File: src/rtl/prog_loader_pkg.sv
// rtl/prog_loader_pkg.sv - shared state type and frame limits for the program loader
package loader_pkg;

  typedef enum logic [2:0] {
    IDLE,
    LEN,
    DATA,
    SUM,
    DONE,
    ERR
  } loader_state_t;

  // LEN is a single byte, so a frame never carries more than this many payload bytes
  localparam int FRAME_MAX_LEN = 255;

endpackage

File: src/rtl/prog_loader_if.sv
// rtl/prog_loader_if.sv - byte stream handshake into the program loader
interface prog_loader_if;

  logic [7:0] in_data;
  logic       in_valid;
  logic       in_ready;

  modport master (output in_data, output in_valid, input in_ready);
  modport slave  (input in_data, input in_valid, output in_ready);

endinterface

File: src/rtl/prog_loader_timeout.sv
// rtl/prog_loader_timeout.sv - idle-cycle watchdog for an in-progress frame
module loader_timeout #(
  parameter int TIMEOUT = 1000
) (
  input  logic clk,
  input  logic reset,
  input  logic clear,
  input  logic inc,
  output logic expired
);

  localparam int CW = (TIMEOUT < 1) ? 1 : $clog2(TIMEOUT + 1);

  logic [CW-1:0] cnt;

  // Fires on the idle cycle that would bring the count to TIMEOUT, so the
  // loader leaves the frame on that same edge; an acceptance suppresses inc.
  assign expired = inc && (cnt == CW'(TIMEOUT - 1));

  // Idle-cycle counter, cleared on every accepted byte and outside a frame
  always_ff @(posedge clk or negedge reset) begin
    if (!reset) begin
      cnt <= '0;
    end else if (clear) begin
      cnt <= '0;
    end else if (inc && !expired) begin
      cnt <= cnt + 1'b1;
    end
  end

endmodule

File: src/rtl/prog_loader.sv
// rtl/prog_loader.sv - framed byte stream to program memory loader with CPU release
module prog_loader
  import loader_pkg::*;
#(
  parameter logic [7:0] BASE_ADR = 8'h00,
  parameter int         TIMEOUT  = 1000
) (
  input  logic              clk,
  input  logic              reset,
  input  logic              start,
  prog_loader_if.slave      src,
  output logic              memEnable,
  output logic [7:0]        memAdr,
  output logic [7:0]        memWD,
  output logic              cpu_run,
  output logic              done,
  output logic              err,
  output logic [7:0]        byte_count
);

  localparam int LEN_W = $clog2(FRAME_MAX_LEN + 1);

  loader_state_t    state, next_state;
  logic [LEN_W-1:0] remaining;
  logic [7:0]       acc;
  logic [7:0]       ptr;
  logic             active;
  logic             accept;
  logic             expired;

  assign active = (state == LEN) || (state == DATA) || (state == SUM);
  assign accept = src.in_valid && src.in_ready;

  loader_timeout #(.TIMEOUT(TIMEOUT)) u_timeout (
    .clk     (clk),
    .reset   (reset),
    .clear   (accept || !active),
    .inc     (active && !accept),
    .expired (expired)
  );

  // State register
  always_ff @(posedge clk or negedge reset) begin
    if (!reset) begin
      state <= IDLE;
    end else begin
      state <= next_state;
    end
  end

  // Next-state: frame sequencing, checksum verdict and idle abort
  always_comb begin
    next_state = state;
    case (state)
      IDLE, DONE, ERR: begin
        if (start) next_state = LEN;
      end
      LEN: begin
        if (accept)       next_state = (src.in_data == 8'h00) ? ERR : DATA;
        else if (expired) next_state = ERR;
      end
      DATA: begin
        if (accept) begin
          if (remaining == LEN_W'(1)) next_state = SUM;
        end else if (expired) begin
          next_state = ERR;
        end
      end
      SUM: begin
        if (accept)       next_state = (src.in_data == acc) ? DONE : ERR;
        else if (expired) next_state = ERR;
      end
      default: next_state = IDLE;
    endcase
  end

  // Status outputs decoded from the state register only, never from in_valid
  always_comb begin
    src.in_ready = active;
    done         = (state == DONE);
    cpu_run      = (state == DONE);
    err          = (state == ERR);
  end

  // Datapath: length, checksum, address pointer and the one-cycle write strobe
  always_ff @(posedge clk or negedge reset) begin
    if (!reset) begin
      remaining  <= '0;
      acc        <= '0;
      ptr        <= BASE_ADR;
      byte_count <= '0;
      memEnable  <= 1'b0;
      memAdr     <= BASE_ADR;
      memWD      <= '0;
    end else begin
      memEnable <= 1'b0;
      case (state)
        IDLE, DONE, ERR: begin
          if (start) begin
            acc        <= '0;
            byte_count <= '0;
          end
        end
        LEN: begin
          if (accept) begin
            remaining <= LEN_W'(src.in_data);
            ptr       <= BASE_ADR;
          end
        end
        DATA: begin
          if (accept) begin
            acc        <= acc + src.in_data;
            memEnable  <= 1'b1;
            memAdr     <= ptr;
            memWD      <= src.in_data;
            ptr        <= ptr + 8'd1;
            byte_count <= byte_count + 8'd1;
            remaining  <= remaining - LEN_W'(1);
          end
        end
        default: ;
      endcase
    end
  end

endmodule

File: src/flat_wrapper.sv
// flat-port wrapper written by rule: the top's interface ports become plain ports
module prog_loader_flat import loader_pkg::*;
#(
  parameter logic [7:0] BASE_ADR = 8'h00,
  parameter int         TIMEOUT  = 1000
)
  (clk, reset, start, memEnable, memAdr, memWD, cpu_run, done, err, byte_count, src_in_data, src_in_valid, src_in_ready);
  prog_loader_if src_i ();
  input  logic clk;
  input  logic reset;
  input  logic start;
  output logic memEnable;
  output logic [7:0] memAdr;
  output logic [7:0] memWD;
  output logic cpu_run;
  output logic done;
  output logic err;
  output logic [7:0] byte_count;
  input wire logic [$bits(src_i.in_data)-1:0] src_in_data;
  input wire logic [$bits(src_i.in_valid)-1:0] src_in_valid;
  output wire logic [$bits(src_i.in_ready)-1:0] src_in_ready;
  assign src_i.in_data = src_in_data;
  assign src_i.in_valid = src_in_valid;
  assign src_in_ready = src_i.in_ready;
  prog_loader #(.BASE_ADR(BASE_ADR), .TIMEOUT(TIMEOUT)) u_core (.clk(clk), .reset(reset), .start(start), .src(src_i), .memEnable(memEnable), .memAdr(memAdr), .memWD(memWD), .cpu_run(cpu_run), .done(done), .err(err), .byte_count(byte_count));
endmodule
File: config.mk
export PLATFORM = sky130hd
export DESIGN_NAME = prog_loader_flat
export DESIGN_NICKNAME = d
export VERILOG_FILES = /design/src/rtl/prog_loader_pkg.sv /design/src/rtl/prog_loader_if.sv /design/src/rtl/prog_loader_timeout.sv /design/src/rtl/prog_loader.sv /design/src/flat_wrapper.sv
export SDC_FILE = /design/constraint.sdc
export NUM_CORES = 1
export LEC_CHECK = 0
export CAP_MARGIN = 15
export CELL_PAD_IN_SITES_DETAIL_PLACEMENT = 1
export CELL_PAD_IN_SITES_GLOBAL_PLACEMENT = 1
export CORE_MARGIN = 2
export CORE_UTILIZATION = 42
export CTS_CLUSTER_DIAMETER = 60
export CTS_CLUSTER_SIZE = 25
export DETAILED_ROUTE_END_ITERATION = 6
export HOLD_SLACK_MARGIN = 0.03
export PLACE_DENSITY = 0.81
export SETUP_SLACK_MARGIN = 0.15
export SLEW_MARGIN = 25
export SYNTH_ARGS = -nofsm -noshare
export SYNTH_HDL_FRONTEND = slang
export SYNTH_SLANG_ARGS = --single-unit
File: constraint.sdc
create_clock -name clk -period 2.3 [get_ports clk]
set_input_delay 0.23 -clock clk [delete_from_list [all_inputs] [get_ports clk]]
set_output_delay 0.23 -clock clk [all_outputs]
set_load 0.02 [all_outputs]
==> impl_metrics.prom, run 1 <==
# TYPE chip_impl_metric gauge
chip_impl_info{name="status",value="completed"} 1
chip_impl_metric{name="fin_util",unit="%"} 54.94
chip_impl_metric{name="synth_simple_gate_area_share",unit="%"} 22.17
chip_impl_metric{name="cts.clk_slew.worst_paths",unit="ns"} 0.07
chip_impl_metric{name="asyncSetResetFlopFracSynth",unit="%"} 100.0
chip_impl_metric{name="share_of_the_clock_period_used_by_the_worst_path",unit="%"} 88.89
chip_impl_metric{name="ir_drop",unit="µV"} 488.8
chip_impl_metric{name="h-tree-depth",unit=""} 3
chip_impl_metric{name="floorplan.rows",unit=""} 31
chip_impl_metric{name="drv.max_cap_violation_count",unit=""} 0
chip_impl_info{name="crit_path_end_kind",value="output port"} 1
chip_impl_metric{name="clock-sinks",unit=""} 62
chip_impl_metric{name="core_area",unit="µm²"} 7370
chip_impl_metric{name="gp_congestion",unit=""} 0.7801
chip_impl_info{name="rsz0062_at_grt",value="false"} 1
chip_impl_metric{name="cellPowerDensity",unit="nW/µm²"} 1107
chip_impl_metric{name="synthesis.area",unit="µm²"} 3234
chip_impl_metric{name="synth_fa_ha_area_share",unit="%"} 5.261
chip_impl_metric{name="timing.critical_path.required",unit="ns"} 2.07
chip_impl_metric{name="fin_area",unit="µm²"} 4049
chip_impl_info{name="worst_r2r_startpoint",value="u_core.acc[1]$_DFFE_PN0P_"} 1
chip_impl_metric{name="max-slew-margin-rel",unit="%"} 56.18
chip_impl_metric{name="syn_to_final_growth",unit="%"} 25.18
chip_impl_metric{name="route.vias.total",unit=""} 2791
chip_impl_metric{name="synth_top_area_share",unit="%"} 47.97
chip_impl_metric{name="setup.reg_to_reg.worst_slack",unit="ns"} 0.31
chip_impl_metric{name="cp_max_fo",unit=""} 8
chip_impl_metric{name="start_util",unit="%"} 43.89
chip_impl_info{name="critical_path.startpoint_type",value="flop"} 1
chip_impl_metric{name="die_width",unit="µm"} 91.76
chip_impl_metric{name="complex_gate_fraction_of_the_synthesized_area",unit="%"} 14.51
chip_impl_metric{name="grt_max_degree",unit=""} 38
chip_impl_metric{name="synth.yosys.warnings",unit=""} 0
chip_impl_metric{name="drt_drc_violations_left",unit=""} 0
chip_impl_metric{name="ys_ff_latch",unit=""} 62
chip_impl_info{name="clock-root-buffer",value="sky130_fd_sc_hd__clkbuf_8"} 1
chip_impl_info{name="worstPathCellList",value="nor2_2 > and2_1 > clkdlybuf4s50_1"} 1
chip_impl_metric{name="final_period_minus_worst_setup_slack",unit="ns"} 2.044
chip_impl_info{name="synth-main-ff-cell",value="sky130_fd_sc_hd__dfrtp_1"} 1
chip_impl_metric{name="drive_gt1_share",unit="%"} 11.17
chip_impl_metric{name="r2r.worst_path.cells",unit=""} 7
chip_impl_metric{name="post_dp_cell_area",unit="µm²"} 3797
chip_impl_metric{name="synthMuxAreaShare",unit="%"} 0.9284
chip_impl_info{name="min-delay-path-class",value="primary input to async pin"} 1
chip_impl_metric{name="setup_viol",unit=""} 0
chip_impl_info{name="synth_top_family_by_area",value="simple AND/OR/NAND/NOR gates"} 1
chip_impl_metric{name="stdcell_count",unit=""} 511
chip_impl_metric{name="num_io_pins",unit=""} 41
chip_impl_info{name="worstSetupPathType",value="flop to output port"} 1
chip_impl_metric{name="grt_first_pass_wirelength",unit="µm"} 15120
chip_impl_metric{name="synth.yosys.seq_area_share",unit="%"} 47.97
chip_impl_metric{name="chipHeight",unit="µm"} 91.76
chip_impl_metric{name="max_freq",unit="MHz"} 489.1
chip_impl_metric{name="wire_per_inst",unit="µm"} 17.23
chip_impl_metric{name="cts_setup_buffers",unit=""} 0
chip_impl_metric{name="die_area",unit="µm²"} 8419
chip_impl_metric{name="slew_violations",unit=""} 0
chip_impl_metric{name="cts_buffers",unit=""} 9
chip_impl_metric{name="synth_xor_area_share",unit="%"} 4.874
chip_impl_metric{name="cp_slowest_stage_delay",unit="ns"} 0.62
chip_impl_info{name="synth_top_cell_by_area",value="sky130_fd_sc_hd__dfrtp_1"} 1
chip_impl_metric{name="postSynthCellCount",unit=""} 354
chip_impl_metric{name="first_pass_iters",unit=""} 4
chip_impl_info{name="slowest_stage",value="sky130_fd_sc_hd__clkdlybuf4s50_1"} 1
chip_impl_metric{name="max-clock-path-buffers",unit=""} 2
chip_impl_metric{name="globalRouteOverflowTotal",unit=""} 0
chip_impl_metric{name="track_usage",unit="%"} 22.50
chip_impl_metric{name="drt.antenna.violating_nets",unit=""} 0
chip_impl_metric{name="total_routed_wirelength",unit="µm"} 8803
chip_impl_info{name="tritoncts",value="yes"} 1
chip_impl_metric{name="tightestPinTransition",unit="ns"} 0.6574
chip_impl_metric{name="worstSkewPairLatency",unit="ns"} 0.34
chip_impl_metric{name="io_buffers",unit=""} 40
chip_impl_metric{name="synth.avg_cell_area",unit="µm²"} 9.137
chip_impl_metric{name="place.detailed.instances",unit=""} 494
chip_impl_metric{name="drt-initial-drc-count",unit=""} 87
chip_impl_metric{name="avgViaCountPerCell",unit=""} 5.462
chip_impl_metric{name="synth_enable_flop_cells",unit=""} 0
chip_impl_metric{name="timing.clock.skew",unit="ns"} 0.006401
chip_impl_metric{name="worst-endpoint-arrival",unit="ns"} 1.81
chip_impl_metric{name="synth_nets",unit=""} 379
chip_impl_metric{name="dp_hpwl",unit="µm"} 5877
chip_impl_metric{name="num_antenna_cells",unit=""} 0
chip_impl_metric{name="cellLeakagePower",unit="nW"} 1.927
chip_impl_metric{name="antenna_found_initial",unit=""} 0
chip_impl_info{name="leading_cell_types_by_total_area_after_synthesis",value="sky130_fd_sc_hd__dfrtp_1, sky130_fd_sc_hd__nand2_1, sky130_fd_sc_hd__ha_1"} 1
chip_impl_metric{name="layout.nets",unit=""} 432
chip_impl_metric{name="timing.final.hold_violations",unit=""} 0
chip_impl_metric{name="post_synth_num_cell_types",unit=""} 48
chip_impl_metric{name="grt_pass1_vias",unit=""} 3075
chip_impl_info{name="worstReg2RegEnd",value="u_core.acc[7]$_DFFE_PN0P_"} 1
==> synth_stat cells, types with 2 or more instances <==
library cell	count
sky130_fd_sc_hd__nor2_2	2
sky130_fd_sc_hd__nand2_1	72
sky130_fd_sc_hd__nor4_1	5
sky130_fd_sc_hd__a21o_1	5
sky130_fd_sc_hd__nand4_1	7
sky130_fd_sc_hd__a21oi_1	13
sky130_fd_sc_hd__clkbuf_1	7
sky130_fd_sc_hd__o21ai_0	25
sky130_fd_sc_hd__o21bai_1	2
sky130_fd_sc_hd__and2_1	2
sky130_fd_sc_hd__buf_2	5
sky130_fd_sc_hd__a31oi_1	7
sky130_fd_sc_hd__o21a_1	2
sky130_fd_sc_hd__nand3_1	6
sky130_fd_sc_hd__ha_1	12
sky130_fd_sc_hd__xnor2_1	5
sky130_fd_sc_hd__inv_1	4
sky130_fd_sc_hd__xor2_1	13
sky130_fd_sc_hd__o21ai_1	8
sky130_fd_sc_hd__buf_4	2
sky130_fd_sc_hd__nand2b_1	2
sky130_fd_sc_hd__buf_6	4
sky130_fd_sc_hd__a22o_1	4
sky130_fd_sc_hd__and3_1	8
sky130_fd_sc_hd__dfrtp_1	62
sky130_fd_sc_hd__a22oi_1	2
sky130_fd_sc_hd__nor2_1	40
sky130_fd_sc_hd__nor3_1	5
sky130_fd_sc_hd__mux2i_1	3
sky130_fd_sc_hd__a41oi_1	2
==> power breakdown <==
| part | switching [mW] | internal [mW] |
|---|---|---|
| clock network | 0.433 | 0.698 |
| registers | 0.279 | 1.36 |
| logic | 0.991 | 0.726 |
==> per-stage QoR <==
stage | setup slack, ns | total power [mW] | TNS, ns | hold slack, ns
final | 0.2556 | 4.482 | 0 | 0.4416
after global placement | 0.02995 | 3.232 | 0 | 0.2910
after CTS | 0.1753 | 4.515 | 0 | 0.4550
after detailed placement | -0.04364 | 3.329 | -0.04364 | 0.2922
after global routing | 0.1860 | 4.790 | 0 | 0.4973
after floorplan | 0.4193 | 2.747 | 0 | -0.06559
==> sequential cells by signal, summed over array words and instances (netlist names) <==
name                  count
u_core.memWD              8
u_core.memEnable          1
u_core.ptr                8
u_core.byte_count         8
u_core.u_timeout.cnt     10
u_core.acc                8
u_core.remaining          8
u_core.memAdr             8
u_core.state              3
==> worst max-delay path, delay by kind of cell (launching register included) <==
| family | cells | cell delay [ns] |
|---|---|---|
| flip-flops | 1 | 0.50 |
| AND/OR/NAND/NOR | 2 | 0.36 |
| buffers and inverters | 1 | 0.62 |
==> per-layer routing <==
| metal | global-route usage (%) | wire, µm | vias up |
|---|---|---|---|
| met4 | 10.07 | 196 | 0 |
| li1 | - | - | 1324 |
| met2 | 37.81 | 4390 | 52 |
| met1 | 28.67 | 3987 | 1398 |
| met3 | 3.451 | 229 | 17 |
| met5 | 0 | 0 | - |
==> cells by family (layout without fill, tap and decap cells) <==
logic type | count (synthesis) | after routing
flip-flops | 62 | 62
AO/OA/AOI/OAI | 77 | 77
AND/OR/NAND/NOR | 157 | 157
multiplexers | 3 | 3
buffers and inverters | 24 | 82
adder cells (fa/ha/maj) | 13 | 13
XOR/XNOR | 18 | 18
==> layout by cell type, fill, tap and decap left out, types with 2 or more instances in the layout <==
cell	n
sky130_fd_sc_hd__nand2_1	72
sky130_fd_sc_hd__dfrtp_1	61
sky130_fd_sc_hd__nor2_1	39
sky130_fd_sc_hd__clkdlybuf4s50_1	39
sky130_fd_sc_hd__o21ai_0	25
sky130_fd_sc_hd__buf_4	18
sky130_fd_sc_hd__xor2_1	13
sky130_fd_sc_hd__a21oi_1	12
sky130_fd_sc_hd__ha_1	12
sky130_fd_sc_hd__clkbuf_8	12
sky130_fd_sc_hd__and3_1	8
sky130_fd_sc_hd__o21ai_1	8
sky130_fd_sc_hd__nand4_1	7
sky130_fd_sc_hd__a31oi_1	7
sky130_fd_sc_hd__nand3_1	6
sky130_fd_sc_hd__a21o_1	5
sky130_fd_sc_hd__xnor2_1	5
sky130_fd_sc_hd__nor4_1	5
sky130_fd_sc_hd__nor3_1	5
sky130_fd_sc_hd__inv_1	4
sky130_fd_sc_hd__a22o_1	4
sky130_fd_sc_hd__nor2_2	3
sky130_fd_sc_hd__mux2i_1	3
sky130_fd_sc_hd__and2_1	2
sky130_fd_sc_hd__o21bai_1	2
sky130_fd_sc_hd__a41oi_1	2
sky130_fd_sc_hd__a22oi_1	2
sky130_fd_sc_hd__nand2b_1	2
sky130_fd_sc_hd__o21a_1	2
sky130_fd_sc_hd__bufinv_16	2
==> worst max-delay path by stage <==
stage,start,end,slack (ns),cells past startpoint
after floorplan,u_core.acc[0]$_DFFE_PN0P_,u_core.acc[6]$_DFFE_PN0P_,0.42,8
after detailed placement,src_in_data[1],u_core.acc[7]$_DFFE_PN0P_,-0.04,8
after global routing,src_in_data[1],u_core.acc[7]$_DFFE_PN0P_,0.19,8
after CTS,u_core.state[1]$_DFFE_PN0P_,done,0.18,3
final,u_core.state[1]$_DFFE_PN0P_,done,0.26,3
after global placement,src_in_data[0],u_core.acc[6]$_DFFE_PN0P_,0.03,9
==> what timing repair did <==
item	CTS	global route
hold buffers	1	0
endpoints found under the hold margin	25	0
endpoints found under the setup margin	2	3
gates resized for setup	1	2
==> final cells by class <==
| cell class | count | area (µm²) |
|---|---|---|
| Fill cell | 863 | 3321 |
| Sequential cell | 62 | 1553 |
| Multi-Input combinational cell | 268 | 1550 |
| Timing Repair Buffer | 60 | 560.5 |
| Clock buffer | 13 | 168.9 |
| Tap cell | 99 | 123.9 |
| Clock inverter | 3 | 65.06 |
| Inverter | 6 | 27.53 |
No activity file was read; power rests on OpenSTA's default activity.
==> inputs of run 2 (changes only) <==
--- a/config.mk
+++ b/config.mk
@@ -10,9 +10,10 @@
 export CELL_PAD_IN_SITES_GLOBAL_PLACEMENT = 1
 export CORE_MARGIN = 2
 export CORE_UTILIZATION = 42
-export CTS_CLUSTER_DIAMETER = 60
+export CTS_CLUSTER_DIAMETER = 30
 export CTS_CLUSTER_SIZE = 25
 export DETAILED_ROUTE_END_ITERATION = 6
+export GPL_TIMING_DRIVEN = 0
 export HOLD_SLACK_MARGIN = 0.03
 export PLACE_DENSITY = 0.81
 export SETUP_SLACK_MARGIN = 0.15
==> run 2 against run 1 <==
  * Die area unchanged
  * Highest routed layer unchanged
  * Via count decreased by 0.18%
  * Final cell count unchanged
  * Routed wire length decreased by 5.7%
  * Global-route usage decreased by 0.81 points
  * Largest cell class unchanged
  * Combinational power increased by 6%
  * Sequential cell count unchanged
  * Total power decreased by 2.0%
  * First-iteration DRC count increased by 41%
  * Count of clock-buffer cells in the layout unchanged
  * Clock power decreased by 12%
  * Utilization decreased by 0.59 points
==> impl_metrics.prom, run 2 (same netlist as run 1, synthesis figures left out) <==
# TYPE chip_impl_metric gauge
chip_impl_info{name="status",value="completed"} 1
chip_impl_info{name="worstReg2RegEnd",value="u_core.acc[6]$_DFFE_PN0P_"} 1
chip_impl_metric{name="drt_drc_violations_left",unit=""} 0
chip_impl_metric{name="tightestPinTransition",unit="ns"} 0.6423
chip_impl_metric{name="slew_violations",unit=""} 0
chip_impl_metric{name="grt_first_pass_wirelength",unit="µm"} 14460
chip_impl_metric{name="start_util",unit="%"} 43.89
chip_impl_metric{name="h-tree-depth",unit=""} 3
chip_impl_metric{name="setup_viol",unit=""} 0
chip_impl_metric{name="grt_max_degree",unit=""} 49
chip_impl_info{name="worst_r2r_startpoint",value="u_core.acc[0]$_DFFE_PN0P_"} 1
chip_impl_metric{name="chipHeight",unit="µm"} 91.76
chip_impl_metric{name="core_area",unit="µm²"} 7370
chip_impl_metric{name="place.detailed.instances",unit=""} 494
chip_impl_info{name="clock-root-buffer",value="sky130_fd_sc_hd__clkbuf_8"} 1
chip_impl_info{name="registers.top_by_ff_count",value="u_core.u_timeout.cnt"} 1
chip_impl_metric{name="clock-sinks",unit=""} 62
chip_impl_info{name="layout_common_cells",value="sky130_fd_sc_hd__nand2_1, sky130_fd_sc_hd__dfrtp_1, sky130_fd_sc_hd__nor2_1"} 1
chip_impl_metric{name="track_usage",unit="%"} 21.69
chip_impl_metric{name="ir_drop",unit="µV"} 492.1
chip_impl_metric{name="drt.antenna.violating_nets",unit=""} 0
chip_impl_info{name="hold_path.startpoint",value="src_in_data[0]"} 1
chip_impl_metric{name="cellLeakagePower",unit="nW"} 1.914
chip_impl_metric{name="num_antenna_cells",unit=""} 0
chip_impl_metric{name="setup.reg_to_reg.worst_slack",unit="ns"} 0.27
chip_impl_metric{name="total_routed_wirelength",unit="µm"} 8300
chip_impl_metric{name="syn_to_final_growth",unit="%"} 23.83
chip_impl_metric{name="worstSkewPairLatency",unit="ns"} 0.36
chip_impl_metric{name="timing.critical_path.required",unit="ns"} 2.53
chip_impl_metric{name="layout.nets",unit=""} 432
chip_impl_metric{name="avgViaCountPerCell",unit=""} 5.452
chip_impl_info{name="slowest_stage",value="sky130_fd_sc_hd__fa_1"} 1
chip_impl_metric{name="max_freq",unit="MHz"} 491.4
chip_impl_info{name="crit_path_end_kind",value="flop"} 1
chip_impl_info{name="rsz0062_at_grt",value="true"} 1
chip_impl_metric{name="final_period_minus_worst_setup_slack",unit="ns"} 2.035
chip_impl_metric{name="die_area",unit="µm²"} 8419
chip_impl_metric{name="antenna_found_initial",unit=""} 0
chip_impl_metric{name="share_of_the_clock_period_used_by_the_worst_path",unit="%"} 88.47
chip_impl_metric{name="cts_buffers",unit=""} 9
chip_impl_metric{name="globalRouteOverflowTotal",unit=""} 0
chip_impl_metric{name="largest_reg_flops",unit=""} 10
chip_impl_metric{name="first_pass_iters",unit=""} 5
chip_impl_info{name="whs_endpoint",value="u_core.memWD[0]$_DFFE_PN0P_"} 1
chip_impl_metric{name="route.vias.total",unit=""} 2786
chip_impl_metric{name="grt_pass1_vias",unit=""} 3009
chip_impl_metric{name="timing.clock.skew",unit="ns"} 0.009580
chip_impl_info{name="worstPathCellList",value="ha_1 > fa_1 > a21o_1 > a21oi_2 > o21bai_1 > a21oi_1 > xor2_1 > o21ai_0"} 1
chip_impl_metric{name="max-clock-path-buffers",unit=""} 2
chip_impl_metric{name="cellPowerDensity",unit="nW/µm²"} 1096
chip_impl_info{name="worstSetupPathType",value="flop to flop"} 1
chip_impl_info{name="tritoncts",value="yes"} 1
chip_impl_metric{name="cp_slowest_stage_delay",unit="ns"} 0.41
chip_impl_metric{name="cts.clk_slew.worst_paths",unit="ns"} 0.07
chip_impl_metric{name="io_buffers",unit=""} 40
chip_impl_metric{name="timing.final.hold_violations",unit=""} 0
chip_impl_metric{name="cp_max_fo",unit=""} 2
chip_impl_info{name="min-delay-path-class",value="primary input to flop"} 1
chip_impl_metric{name="drv.max_cap_violation_count",unit=""} 0
chip_impl_metric{name="post_dp_cell_area",unit="µm²"} 3784
chip_impl_metric{name="r2r.worst_path.cells",unit=""} 8
chip_impl_metric{name="floorplan.rows",unit=""} 31
chip_impl_metric{name="dp_hpwl",unit="µm"} 5844
chip_impl_metric{name="die_width",unit="µm"} 91.76
chip_impl_metric{name="wire_per_inst",unit="µm"} 16.24
chip_impl_metric{name="stdcell_count",unit=""} 511
chip_impl_metric{name="drive_gt1_share",unit="%"} 8.981
chip_impl_metric{name="worstHoldPathCells",unit=""} 3
chip_impl_metric{name="num_io_pins",unit=""} 41
chip_impl_metric{name="fin_area",unit="µm²"} 4005
chip_impl_info{name="layout_commonest_cell",value="sky130_fd_sc_hd__nand2_1"} 1
chip_impl_metric{name="worst-endpoint-arrival",unit="ns"} 2.26
chip_impl_info{name="critical_path.startpoint_type",value="flop"} 1
chip_impl_metric{name="drt-initial-drc-count",unit=""} 123
chip_impl_metric{name="max-slew-margin-rel",unit="%"} 56.78
chip_impl_metric{name="gp_congestion",unit=""} 0.8116
-- run 2: changes by cell type in the layout (fill, tap and decap cells not counted), moves of 2 or more --
cell,previous run,this run
sky130_fd_sc_hd__clkdlybuf4s50_1,39,36
sky130_fd_sc_hd__buf_2,1,5
sky130_fd_sc_hd__buf_4,18,3
sky130_fd_sc_hd__dlymetal6s2s_1,0,2
sky130_fd_sc_hd__buf_6,0,4
sky130_fd_sc_hd__clkbuf_1,1,9
-- run 2: worst max-delay path: cells and delay by family (launching register included) --
family	cells	cell delay, ns
xor+xnor	1	0.17
fa+ha+maj	2	0.62
compound gates	5	0.73
flops	1	0.38
-- run 2: per-layer routing --
metal | GRT usage, % | routed length (µm)
met5 | 0 | 0
met4 | 5.597 | 140
met3 | 5.752 | 348
met2 | 36.46 | 4027
met1 | 27.86 | 3784
-- run 2: area by class of cell --
type / instances / area [µm²]
fill: 854 / 3364
sequential: 62 / 1551
multi-input combinational: 268 / 1550
timing repair buffer: 42 / 439.2
clock buffer: 13 / 158.9
tap: 99 / 123.9
buffer: 18 / 111.4
clock inverter: 3 / 42.54
inverter: 6 / 27.53
-- run 2: how the worst max path moves through the flow --
stage,from,end,slack [ns],cells after the start
4_1_cts,src_in_data[0],u_core.acc[6]$_DFFE_PN0P_,0.16,9
2_1_floorplan,u_core.acc[0]$_DFFE_PN0P_,u_core.acc[6]$_DFFE_PN0P_,0.42,8
5_1_grt,u_core.acc[0]$_DFFE_PN0P_,u_core.acc[6]$_DFFE_PN0P_,0.12,8
3_3_place_gp,reset,u_core.byte_count[7]$_DFFE_PN0P_,-1.16,1
6_report,u_core.acc[0]$_DFFE_PN0P_,u_core.acc[6]$_DFFE_PN0P_,0.27,8
3_5_place_dp,src_in_data[0],u_core.acc[6]$_DFFE_PN0P_,-0.23,9
-- run 2: where the power goes --
group          leakage (nW)  internal [mW]  total, mW  switching (mW)
logic                 0.986          0.761       1.82            1.06
registers             0.829           1.36       1.57           0.218
clock network        0.0996          0.559      0.993           0.435
-- run 2: timing repair --
item,4_1_cts,5_1_grt
pin swaps,0,0
cloned,0,0
hold buffers,1,0
gates resized for setup,2,3
hold endpoints to repair,14,0
setup buffers,0,0
setup endpoints to repair,2,3
-- run 2: metrics by stage --
step	utilization [%]	hold slack [ns]	power (mW)	worst slack [ns]	TNS (ns)
after floorplan	-	-0.06559	2.747	0.4193	0
after global placement	51.00	0.4590	3.311	-1.165	-72.14
after detailed placement	51.34	0.1163	3.397	-0.2323	-0.3297
after CTS	54.24	0.2834	4.417	0.1594	0
after global routing	54.35	0.2423	4.705	0.1189	0
final	54.35	0.2268	4.390	0.2651	0
==> inputs of run 3 (changes only) <==
--- a/config.mk
+++ b/config.mk
@@ -15,6 +15,7 @@
 export DETAILED_ROUTE_END_ITERATION = 6
 export GPL_TIMING_DRIVEN = 0
 export HOLD_SLACK_MARGIN = 0.03
+export MAX_ROUTING_LAYER = met4
 export PLACE_DENSITY = 0.81
 export SETUP_SLACK_MARGIN = 0.15
 export SLEW_MARGIN = 25
==> run 3 against run 2 <==
  * Sequential cell count did not move
  * First-iteration DRC count rose by 18%
  * Via count fell by 0.47%
  * Clock power barely moved
  * Maximum frequency fell by 0.18%
  * Sequential power barely moved
  * Register-to-register slack barely moved
  * Critical path type unchanged
  * Largest power group unchanged
==> impl_metrics.prom, run 3 (same netlist as run 1, synthesis figures left out) <==
# TYPE chip_impl_metric gauge
chip_impl_metric{name="track_usage",unit="%"} 22.28
chip_impl_metric{name="ir_drop",unit="µV"} 489.6
chip_impl_info{name="worstPathCellList",value="ha_1 > fa_1 > a21o_1 > a21oi_2 > o21bai_1 > a21oi_1 > xor2_1 > o21ai_0"} 1
chip_impl_metric{name="start_util",unit="%"} 43.89
chip_impl_metric{name="max-clock-path-buffers",unit=""} 2
chip_impl_info{name="worstReg2RegEnd",value="u_core.acc[6]$_DFFE_PN0P_"} 1
chip_impl_metric{name="drive_gt1_share",unit="%"} 8.981
chip_impl_info{name="hold_path.startpoint",value="src_in_data[0]"} 1
chip_impl_info{name="crit_family",value="compound AO/OA/AOI/OAI gates"} 1
chip_impl_metric{name="drt_drc_violations_left",unit=""} 0
chip_impl_metric{name="place.detailed.instances",unit=""} 494
chip_impl_metric{name="drv.max_cap_violation_count",unit=""} 0
chip_impl_metric{name="die_width",unit="µm"} 91.76
chip_impl_metric{name="num_io_pins",unit=""} 41
chip_impl_metric{name="antenna_found_initial",unit=""} 0
chip_impl_metric{name="num_antenna_cells",unit=""} 0
chip_impl_metric{name="max-slew-margin-rel",unit="%"} 58.68
chip_impl_metric{name="timing.critical_path.required",unit="ns"} 2.52
chip_impl_metric{name="post_dp_cell_area",unit="µm²"} 3784
chip_impl_metric{name="cp_slowest_stage_delay",unit="ns"} 0.41
chip_impl_metric{name="cp_max_fo",unit=""} 2
chip_impl_info{name="tritoncts",value="yes"} 1
chip_impl_info{name="layout_common_cells",value="sky130_fd_sc_hd__nand2_1, sky130_fd_sc_hd__dfrtp_1, sky130_fd_sc_hd__nor2_1"} 1
chip_impl_metric{name="cts_buffers",unit=""} 9
chip_impl_info{name="layout_commonest_cell",value="sky130_fd_sc_hd__nand2_1"} 1
chip_impl_metric{name="globalRouteOverflowTotal",unit=""} 0
chip_impl_metric{name="tightestPinTransition",unit="ns"} 0.6141
chip_impl_metric{name="cellLeakagePower",unit="nW"} 1.914
chip_impl_info{name="registers.top_by_ff_count",value="u_core.u_timeout.cnt"} 1
chip_impl_info{name="slowest_stage",value="sky130_fd_sc_hd__fa_1"} 1
chip_impl_metric{name="stdcell_count",unit=""} 511
chip_impl_metric{name="drt-initial-drc-count",unit=""} 145
chip_impl_metric{name="io_buffers",unit=""} 40
chip_impl_metric{name="timing.clock.skew",unit="ns"} 0.009458
chip_impl_metric{name="cellPowerDensity",unit="nW/µm²"} 1096
chip_impl_metric{name="wire_per_inst",unit="µm"} 16.26
chip_impl_info{name="status",value="completed"} 1
chip_impl_metric{name="fin_area",unit="µm²"} 4005
chip_impl_metric{name="total_routed_wirelength",unit="µm"} 8309
chip_impl_metric{name="chipHeight",unit="µm"} 91.76
chip_impl_metric{name="setup.reg_to_reg.worst_slack",unit="ns"} 0.26
chip_impl_metric{name="grt_max_degree",unit=""} 49
chip_impl_metric{name="worstHoldPathCells",unit=""} 3
chip_impl_info{name="crit_path_end_kind",value="flop"} 1
chip_impl_metric{name="max_freq",unit="MHz"} 490.5
chip_impl_metric{name="dp_hpwl",unit="µm"} 5844
chip_impl_info{name="worst_r2r_startpoint",value="u_core.acc[0]$_DFFE_PN0P_"} 1
chip_impl_metric{name="die_area",unit="µm²"} 8419
chip_impl_metric{name="final_period_minus_worst_setup_slack",unit="ns"} 2.039
chip_impl_metric{name="timing.final.hold_violations",unit=""} 0
chip_impl_metric{name="floorplan.rows",unit=""} 31
chip_impl_metric{name="hold_slack",unit="ns"} 0.2396
chip_impl_metric{name="first_pass_iters",unit=""} 4
chip_impl_metric{name="slew_violations",unit=""} 0
chip_impl_metric{name="h-tree-depth",unit=""} 3
chip_impl_info{name="worstSetupPathType",value="flop to flop"} 1
chip_impl_info{name="min-delay-path-class",value="primary input to flop"} 1
chip_impl_metric{name="drt.antenna.violating_nets",unit=""} 0
chip_impl_metric{name="avgViaCountPerCell",unit=""} 5.427
chip_impl_info{name="critical_path.startpoint_type",value="flop"} 1
chip_impl_metric{name="grt_first_pass_wirelength",unit="µm"} 14430
chip_impl_info{name="rsz0062_at_grt",value="true"} 1
chip_impl_metric{name="core_area",unit="µm²"} 7370
chip_impl_metric{name="share_of_the_clock_period_used_by_the_worst_path",unit="%"} 88.64
chip_impl_metric{name="setup_viol",unit=""} 0
chip_impl_metric{name="largest_reg_flops",unit=""} 10
chip_impl_metric{name="worst-endpoint-arrival",unit="ns"} 2.26
chip_impl_metric{name="gp_congestion",unit=""} 0.8236
chip_impl_metric{name="r2r.worst_path.cells",unit=""} 8
chip_impl_info{name="whs_endpoint",value="u_core.memWD[0]$_DFFE_PN0P_"} 1
chip_impl_info{name="clock-root-buffer",value="sky130_fd_sc_hd__clkbuf_8"} 1
chip_impl_metric{name="cts.clk_slew.worst_paths",unit="ns"} 0.07
chip_impl_metric{name="syn_to_final_growth",unit="%"} 23.83
chip_impl_metric{name="route.vias.total",unit=""} 2773
chip_impl_metric{name="path_buf_inv",unit=""} 0
chip_impl_metric{name="worstSkewPairLatency",unit="ns"} 0.35
chip_impl_metric{name="clock-sinks",unit=""} 62
chip_impl_metric{name="layout.nets",unit=""} 432
chip_impl_metric{name="grt_pass1_vias",unit=""} 3009
[run 3: cell counts in the layout (fill, tap and decap cells not counted)]
Identical to the previous run, type by type.
[run 3: metal layers]
layer | global-route usage [%] | routed length, µm | vias to the layer above
li1 | - | - | 1332
met1 | 27.80 | 3821 | 1377
met2 | 36.46 | 4073 | 50
met3 | 5.259 | 288 | 14
met4 | 6.343 | 125 | 0
met5 | - | 0 | -
[run 3: final cells by class]
| type | count | area [µm²] |
|---|---|---|
| clock inverters | 3 | 42.54 |
| flip-flops and latches | 62 | 1551 |
| clock buffers | 13 | 158.9 |
| plain buffers | 18 | 111.4 |
| fillers | 854 | 3364 |
| inverters | 6 | 27.53 |
| multi-input cells | 268 | 1550 |
| repair buffers | 42 | 439.2 |
| well taps | 99 | 123.9 |
[run 3: what timing repair did]
| item | 4_1_cts | 5_1_grt |
|---|---|---|
| pin swaps | 0 | 0 |
| endpoints found under the setup margin | 2 | 3 |
| hold endpoints to repair | 14 | 0 |
| hold buffers | 1 | 0 |
| setup buffers | 0 | 0 |
| gates resized for setup | 2 | 3 |
[run 3: power by group]
| part | internal, mW | total, mW | switching (mW) | leakage (nW) |
|---|---|---|---|---|
| Clock | 0.559 | 0.992 | 0.433 | 0.0996 |
| Combinational | 0.761 | 1.82 | 1.06 | 0.986 |
| Sequential | 1.35 | 1.57 | 0.218 | 0.829 |
| Total | 2.67 | 4.39 | 1.71 | 1.91 |
[run 3: tightest hold or removal path, stage by stage]
cell and delay, ns:
sky130_fd_sc_hd__dlymetal6s2s_1 0.19, sky130_fd_sc_hd__nand2_1 0.09, sky130_fd_sc_hd__nand2_1 0.05
[run 3: how the worst max path moves through the flow]
stage,start,end,slack [ns],depth (start not counted)
after floorplan,u_core.acc[0]$_DFFE_PN0P_,u_core.acc[6]$_DFFE_PN0P_,0.42,8
after global placement,reset,u_core.byte_count[7]$_DFFE_PN0P_,-1.16,1
after detailed placement,src_in_data[0],u_core.acc[6]$_DFFE_PN0P_,-0.23,9
after CTS,src_in_data[0],u_core.acc[6]$_DFFE_PN0P_,0.16,9
after global routing,u_core.acc[0]$_DFFE_PN0P_,u_core.acc[6]$_DFFE_PN0P_,0.12,8
final,u_core.acc[0]$_DFFE_PN0P_,u_core.acc[6]$_DFFE_PN0P_,0.26,8
[run 3: stage by stage]
stage | setup TNS (ns) | setup WS, ns | power [mW] | utilization (%)
after CTS | 0 | 0.1594 | 4.417 | 54.24
final | 0 | 0.2613 | 4.388 | 54.35
after floorplan | 0 | 0.4193 | 2.747 | -
after detailed placement | -0.3297 | -0.2323 | 3.397 | 51.34
after global placement | -72.14 | -1.165 | 3.311 | 51.00
after global routing | 0 | 0.1187 | 4.704 | 54.35
